--- src/rtl/ram_arbiter_pkg.sv ---
// Shared definitions for the two-port RAM arbiter: default geometry and FSM states.
package ram_arbiter_pkg;

    localparam int DATA_W_DEF = 8;
    localparam int ADR_W_DEF  = 3;

    typedef enum logic {
        ARB   = 1'b0,
        CLEAR = 1'b1
    } state_t;

endpackage

--- src/rtl/rr_pick2.sv ---
// Two-way round-robin grant decision with its priority pointer.
// Grants are combinational; the pointer moves to the losing side after each grant.
module rr_pick2 (
    input  logic clk,
    input  logic rst,
    input  logic en,
    input  logic req0,
    input  logic req1,
    output logic gnt0,
    output logic gnt1
);

    // prio = 0 favours requester 0 on a tie, prio = 1 favours requester 1
    logic prio;

    // Pick at most one requester; tie broken by the pointer
    always_comb begin
        gnt0 = 1'b0;
        gnt1 = 1'b0;
        if (en) begin
            if (req0 && (!req1 || !prio)) begin
                gnt0 = 1'b1;
            end else if (req1) begin
                gnt1 = 1'b1;
            end
        end
    end

    // Hand priority to the other requester after every grant; hold when idle
    // NOTE: state registers use non-blocking assignments so every flop samples pre-edge values.
    always_ff @(posedge clk) begin
        if (rst) begin
            prio <= 1'b0;
        end else if (gnt0) begin
            prio <= 1'b1;
        end else if (gnt1) begin
            prio <= 1'b0;
        end
    end

endmodule

--- src/rtl/ram_arbiter.sv ---
// Arbitrates two requesters onto one single-port RAM with registered read data,
// and runs a clear sweep that writes zero to every address on request.
module ram_arbiter
    import ram_arbiter_pkg::*;
#(
    parameter int DATA_W = DATA_W_DEF,
    parameter int ADR_W  = ADR_W_DEF
) (
    input  logic              clk,
    input  logic              rst,
    input  logic              req0,
    input  logic              req1,
    input  logic              we0,
    input  logic              we1,
    input  logic [ADR_W-1:0]  adr0,
    input  logic [ADR_W-1:0]  adr1,
    input  logic [DATA_W-1:0] wdata0,
    input  logic [DATA_W-1:0] wdata1,
    output logic              ack0,
    output logic              ack1,
    output logic              rvalid0,
    output logic              rvalid1,
    output logic [DATA_W-1:0] rdata,
    input  logic              clr_req,
    output logic              clr_busy,
    output logic              ram_w,
    output logic [ADR_W-1:0]  ram_adr,
    output logic [DATA_W-1:0] ram_din,
    input  logic [DATA_W-1:0] ram_dout
);

    localparam logic [ADR_W-1:0] LAST_ADR = '1;

    state_t            state;
    logic [ADR_W-1:0]  sweep_cnt;
    logic [ADR_W-1:0]  adr_q;
    logic [DATA_W-1:0] din_q;
    logic              gnt0;
    logic              gnt1;

    rr_pick2 u_pick (
        .clk  (clk),
        .rst  (rst),
        .en   ((state == ARB) && !rst),
        .req0 (req0),
        .req1 (req1),
        .gnt0 (gnt0),
        .gnt1 (gnt1)
    );

    assign ack0  = gnt0;
    assign ack1  = gnt1;
    assign rdata = ram_dout;

    // RAM command: sweep in CLEAR, winner's access in ARB, otherwise hold the last address/data
    // NOTE: every output gets a default first, so the "hold" comes from adr_q/din_q flops, not a latch.
    always_comb begin
        ram_w   = 1'b0;
        ram_adr = adr_q;
        ram_din = din_q;
        if (rst) begin
            ram_adr = '0;
            ram_din = '0;
        end else if (state == CLEAR) begin
            ram_w   = 1'b1;
            ram_adr = sweep_cnt;
            ram_din = '0;
        end else if (gnt0) begin
            ram_w   = we0;
            ram_adr = adr0;
            ram_din = wdata0;
        end else if (gnt1) begin
            ram_w   = we1;
            ram_adr = adr1;
            ram_din = wdata1;
        end
    end

    // FSM, sweep counter, held command fields and one-cycle-late read-valid pulses
    always_ff @(posedge clk) begin
        if (rst) begin
            state     <= ARB;
            sweep_cnt <= '0;
            adr_q     <= '0;
            din_q     <= '0;
            rvalid0   <= 1'b0;
            rvalid1   <= 1'b0;
            clr_busy  <= 1'b0;
        end else begin
            adr_q   <= ram_adr;
            din_q   <= ram_din;
            // The RAM returns data one cycle after the read command, so valid follows the grant
            rvalid0 <= gnt0 && !we0;
            rvalid1 <= gnt1 && !we1;
            case (state)
                ARB: begin
                    if (clr_req) begin
                        state     <= CLEAR;
                        sweep_cnt <= '0;
                        clr_busy  <= 1'b1;
                    end
                end
                CLEAR: begin
                    if (sweep_cnt == LAST_ADR) begin
                        state    <= ARB;
                        clr_busy <= 1'b0;
                    end else begin
                        sweep_cnt <= sweep_cnt + 1'b1;
                    end
                end
                default: state <= ARB;
            endcase
        end
    end

endmodule

--- config.mk ---
export PLATFORM = sky130hd
export DESIGN_NAME = ram_arbiter
export DESIGN_NICKNAME = d
export VERILOG_FILES = /design/src/rtl/ram_arbiter_pkg.sv /design/src/rtl/rr_pick2.sv /design/src/rtl/ram_arbiter.sv
export SDC_FILE = /design/constraint.sdc
export NUM_CORES = 1
export LEC_CHECK = 0
export CAP_MARGIN = 20
export CORE_UTILIZATION = 37
export DETAILED_ROUTE_END_ITERATION = 6
export PLACE_DENSITY = 0.84
export SYNTH_ARGS = -nofsm -noshare
export SYNTH_HDL_FRONTEND = slang
export SYNTH_SLANG_ARGS = --single-unit
--- constraint.sdc ---
create_clock -name clk -period 1.78 [get_ports clk]
set_clock_uncertainty 0.1 [all_clocks]
set_input_delay 0.178 -clock clk [delete_from_list [all_inputs] [get_ports clk]]
set_output_delay 0.178 -clock clk [all_outputs]
set_load 0.05 [all_outputs]
== Word-level counts from Yosys, hierarchy flattened ==
Index checks and enable logic that the tools add are counted.

* Muxes and demuxes: 28
* Reduce and logical (&&, ||, !) cells: 13
* Equality and inequality tests: 4
* Add/sub/neg operators: 1
* Bitwise operators: 1

{| class="wikitable"
|+ Operators with widths
! cell !! number
|-
| $mux 8 || 4
|-
| $mux 3 || 6
|-
| $mux 1 || 15
|-
| $pmux 3 s2 || 1
|-
| $logic_not 1->1 || 5
|-
| $logic_and 1x1->1 || 4
|-
| $ne 2x2->1 const B || 2
|-
| $pmux 1 s2 || 2
|-
| $reduce_and 2->1 || 2
|-
| $add 3x1->3 const B || 1
|-
| $eq 3x3->1 const B || 1
|-
| $ne 2x1->1 const B || 1
|-
| $reduce_bool 2->1 || 1
|-
| $logic_or 1x1->1 || 1
|-
| $not 1->1 || 1
|}

* Output and inout bits: 25
* Input bits: 37
* Register bits after elaboration: 19
* Word-level logic and storage cells: 55

== Depth between registers and ports, before layout ==
* Depth in word-level cells: 9
* Depth in mapped cells: 5

== Cells and area by module ==
From an unflattened synthesis, not the netlist that was laid out.

* Cells, all modules: 114
* Area, all modules: 1159.9 µm²

{| class="wikitable"
|+ By module, submodules not included
! module !! instances !! area an instance (µm²) !! seq. area each (µm²) !! cells an instance
|-
| ram_arbiter || 1 || 1104.8 || 360.3 || 106
|-
| rr_pick2 || 1 || 55.1 || 20.0 || 8
|}

== Worst setup path before layout ==
No wires, ideal clock.

* Path kind: reg-to-output
* Start point: register u_pick.prio
* End point: output ram_din[6]
* Stages on the path, launching flop included: 6
* Slack: -571 ps
* Arrival time: 2073 ps
* Required time: 1502 ps
* Path buffers: 2
* Cell sequence: dfxtp_1 > a21bo_2 > buf_2 > buf_4 > nor2_1 > a211oi_1

* Cells in the longest elaborated chain, start to end: 9

{| class="wikitable"
|+ Ends and longest elaborated chain
! element !! RTL line !! source
|-
| start, declared || rr_pick2.sv:14 || <nowiki>logic prio;</nowiki>
|-
| start signal, assigned || rr_pick2.sv:33 || <nowiki>prio <= 1'b0;</nowiki>
|-
| start signal, assigned || rr_pick2.sv:35 || <nowiki>prio <= 1'b1;</nowiki>
|-
| start signal, assigned || rr_pick2.sv:37 || <nowiki>prio <= 1'b0;</nowiki>
|-
| $logic_not 1->1 * || rr_pick2.sv:21 || <nowiki>if (req0 && (!req1 || !prio)) begin</nowiki>
|-
| $logic_or 1x1->1 * || rr_pick2.sv:21 ||
|-
| $logic_and 1x1->1 * || rr_pick2.sv:21 ||
|-
| $mux 1 || rr_pick2.sv:21 ||
|-
| $mux 1 || rr_pick2.sv:20 || <nowiki>if (en) begin</nowiki>
|-
| $mux 8 || ram_arbiter.sv:72 || <nowiki>end else if (gnt1) begin</nowiki>
|-
| $mux 8 * || ram_arbiter.sv:68 || <nowiki>end else if (gnt0) begin</nowiki>
|-
| $mux 8 * || ram_arbiter.sv:64 || <nowiki>end else if (state == CLEAR) begin</nowiki>
|-
| $mux 8 * || ram_arbiter.sv:61 || <nowiki>if (rst) begin</nowiki>
|-
| end, declared || ram_arbiter.sv:28 || <nowiki>output logic [DATA_W-1:0] ram_din,</nowiki>
|}

Mark *: on every way between the ends. The rest lies on a longest branch, timed or not.

== Worst setup path after layout ==
* Start point: register state
* End point: output ram_adr[2]

* Cells in the longest elaborated chain, start to end: 7

{| class="wikitable"
|+ Ends and longest elaborated chain
! element !! RTL line !! source
|-
| start, declared || ram_arbiter.sv:34 || <nowiki>state_t state;</nowiki>
|-
| start signal, assigned || ram_arbiter.sv:82 || <nowiki>state <= ARB;</nowiki>
|-
| start signal, assigned || ram_arbiter.sv:98 || <nowiki>state <= CLEAR;</nowiki>
|-
| start signal, assigned || ram_arbiter.sv:105 || <nowiki>state <= ARB;</nowiki>
|-
| $not 1->1 || n/a ||
|-
| $logic_and 1x1->1 || ram_arbiter.sv:44 || <nowiki>.en ((state == ARB) && !rst),</nowiki>
|-
| $mux 1 || rr_pick2.sv:20 ||
|-
| $mux 3 || ram_arbiter.sv:72 ||
|-
| $mux 3 || ram_arbiter.sv:68 ||
|-
| $mux 3 * || ram_arbiter.sv:64 ||
|-
| $mux 3 * || ram_arbiter.sv:61 ||
|-
| end, declared || ram_arbiter.sv:27 || <nowiki>output logic [ADR_W-1:0] ram_adr,</nowiki>
|}

Marks and branches as above.

==> summary.md <==
| Metric | Value |
|---|---|
| Status | complete, but fails checks |
| Share of total power in sequential cells | 35.6% |
| Post-Route WL | between 4000 and 5000 um |
| Final Setup Violations | 10 |
| Die width | roughly 55 um |
| Max-cap viol count | 0 |
| Number of synthesized flops with an enable pin | 0 |
| Pint | 855 uW |
| CP max stage delay | between 400 and 500 ps |
| Fin nets | 230 |
| Unrepaired setup endpoints after global routing | yes |
| Final period util | 108% |
| Power after layout | about 1300 uW |
| Synth Area per Inst | between 8 and 9 um^2 |
| Clock sink count | 19 |
| Final Hold Vio Count | 0 |
| Post-DRT Antenna Nets | 0 |
| CP max stage cell | or3b_4 |
| Die H | roughly 55 um |
| Layout cells sized above 1 | between 40% and 50% |
| CTS tree | built |
| Largest net degree at the start of global routing | 12 |
| CP Class | reg -> out |
| Layout Utilization | around four fifths |
| Die area | approximately 3100 um^2 |
| Synth Instances | 125 |
| Synth top area share | a little over a third |
| Leading area contributor after synthesis | dfxtp_1 |
| DR pass1 iterations | 4 |
| Max Buffers Root-to-Sink | 2 |
| Vias/cell | between 5 and 6 |
| First-pass GRT wire length | 6270 um |
| Diodes inserted | 0 |
| Worst hold slack | around 240 ps |
| CP Data Arrival Time | ~1700 ps |
| Clk slew on worst S/H paths | 110 ps |
| Core area | approximately 2700 um^2 |
| Initial antenna violation count | 0 |
| Synth cell types | 31 |
| Worst-margin pin slew | about 500 ps |
| Switching Fraction | about a third |
| Worst setup margin | -149 ps |
| Area Overhead vs Synth | 108% |
| WP data required | 1500 ps |
| Clk pwr share | between 15 and 20% |
| Final Non-Filler Cells | between 200 and 250 |
| Peak supply drop | approximately 0.0005 V |
| WL/cell | ~18 um |
| Hold_buf cts | 0 |
| Failing checks | setup timing |
| Final Max Slew Viols | 0 |
| GPL Wtd Cong | around 0.89 |
| Startpoint Class | register |
| Fin crit period | ~1900 ps |
| Power Dens Cells | between 500 and 600 nW/um^2 |
| Total GRT Usage | approximately 26% |
| Synth async-reset ratio | 0% |
| Logic gate share of total power | 47.5% |
| Vias | between 1000 and 1500 |
| Crit Path Max Fanout | 5 |
| FMAX | ~0.52 GHz |
| CP Cell Sequence | or3b_4 > a211oi_4 > o31ai_4 > buf_12 |
| Dpl hpwl | approximately 2400 um |
| Remaining DRCs | 0 |
| Vias in the first global route | roughly 1400 |
| Setup crit end kind | output port |
| TritonCTS Buffers | 3 |
| Total leakage power | around 0.00085 uW |
| GRT overflow | 0 |
| Sequential share of the synthesized area | between 30% and 40% |
| Top post-synthesis cells by area | dfxtp_1, a211oi_1, mux2i_1 |
| Initial Util | approximately two fifths |
| PortBufs | 45 |
| Syn Std Cell Area | approximately 1100 um^2 |
| Switching pwr | around 460 uW |
| Syn. warnings | 0 |
| Worst-Skew Late Latency | 290 ps |
| Initial DRC count | 21 |
| Hold Crit Class | in -> reg |
| H-tree depth | 1 |
| #FFs+latches synth | 19 |
| Post-placement cell count | about 210 |
| Rows | 19 |
| Top_reg_cell synth | dfxtp_1 |
| Syn nets | about 160 |
| Rel. slew slack | about two thirds |
| Root Driver | clkbuf_4 |
| IO Pins | 62 |
## area by class of cell
class,instances,area (um^2)
Tap cell,31,38.8
Fill cell,168,532
Multi-Input combinational cell,88,821
Sequential cell,19,388
Timing Repair Buffer,77,921
Clock buffer,4,26.3
Inverter,2,7.51
## what timing repair did
item	CTS	global route
setup endpoints to repair	14	14
pin swaps	12	11
buffers inserted	7	1
gates cloned	3	0
gates resized for setup	32	16
## power by group through the flow
stage | clock [uW] | sequential, uW | combinational [uW]
4_1_cts | 227 | 466 | 588
3_5_place_dp | 0 | 476 | 511
5_1_grt | 246 | 470 | 650
3_3_place_gp | 0 | 474 | 498
2_1_floorplan | 0 | 484 | 300
6_report | 222 | 468 | 624
## kinds of logic after synthesis
group / synth area share (%)
AO/OA/AOI/OAI: 26.4
adder cells (fa/ha/maj): 2.37
buffers and inverters: 9.94
flip-flops: 36.0
multiplexers: 7.57
AND/OR/NAND/NOR: 17.8
## worst max-delay path: cells and delay by family (launching register included)
kind                   cells  cell delay, ps
and+or+nand+nor            1             420
AOI/OAI and AO/OA          2             400
DFF                        1             380
buffers and inverters      1             150
## routing by layer
metal  part of all wire, %  vias up  GRT usage [%]
met5                     0        -              0
met4                   2.0        0           9.29
met3                   6.9       12           6.56
met2                    53       52           47.7
met1                    38      584           27.8
li1                      -      572              -
## flip-flops by register name, indices dropped and copies added (netlist names)
register	count
rvalid0	1
adr_q	3
state	1
sweep_cnt	3
clr_busy	1
u_pick.prio	1
rvalid1	1
din_q	8
## cell usage in the layout, fill, tap and decap left out, types with 2 or more instances in the layout
cell type         n
a31oi_2           2
nor2b_1           2
nor2_1            7
nand3_1           3
dlygate4sd2_1     3
nor3_1            3
nor2_4            7
a211oi_4          9
dfxtp_1          17
a211oi_1          8
mux2i_1           8
nand2b_1          2
buf_6             5
a21oi_1           5
buf_4            22
a22oi_1           2
buf_12           15
dfxtp_4           2
clkdlybuf4s50_1  27
inv_1             2
clkbuf_4          3
ha_1              2
buf_16            3
nand2_1           3
nor2_2            3
a31oi_1           2
o21ai_0           4
## worst paths after layout
| kind | startpoint | end | cells after the start | slack [ps] |
|---|---|---|---|---|
| min | rst | u_pick.prio | 2 | 240 |
| max | state | ram_adr[2] | 4 | -150 |
| max reg2reg | state | adr_q[2] | 4 | 230 |
| min reg2reg | adr_q[1] | adr_q[1] | 2 | 420 |
## cells in the mapped netlist, types with 2 or more instances
master / count
o21ai_0: 5
nor2_1: 17
o31ai_1: 2
nor3_1: 3
nand2_1: 4
a211oi_1: 16
a22oi_1: 2
inv_1: 2
buf_2: 3
ha_1: 2
mux2i_1: 8
nor2b_1: 2
buf_4: 9
a21oi_1: 5
nand2b_1: 2
nand3_1: 3
a31oi_1: 5
clkbuf_1: 4
dfxtp_1: 19
## per-stage QoR
| stage | cell area (um^2) | setup WS (ps) | setup TNS (ps) |
|---|---|---|---|
| final | 2200 | -149 | -508 |
| after global routing | 2200 | -206 | -1120 |
| after CTS | 2120 | -120 | -497 |
| after detailed placement | 1880 | -283 | -3120 |
| after global placement | 1880 | -237 | -2750 |
| after floorplan | 1180 | -141 | -252 |
No activity file was read; power rests on OpenSTA's default activity.
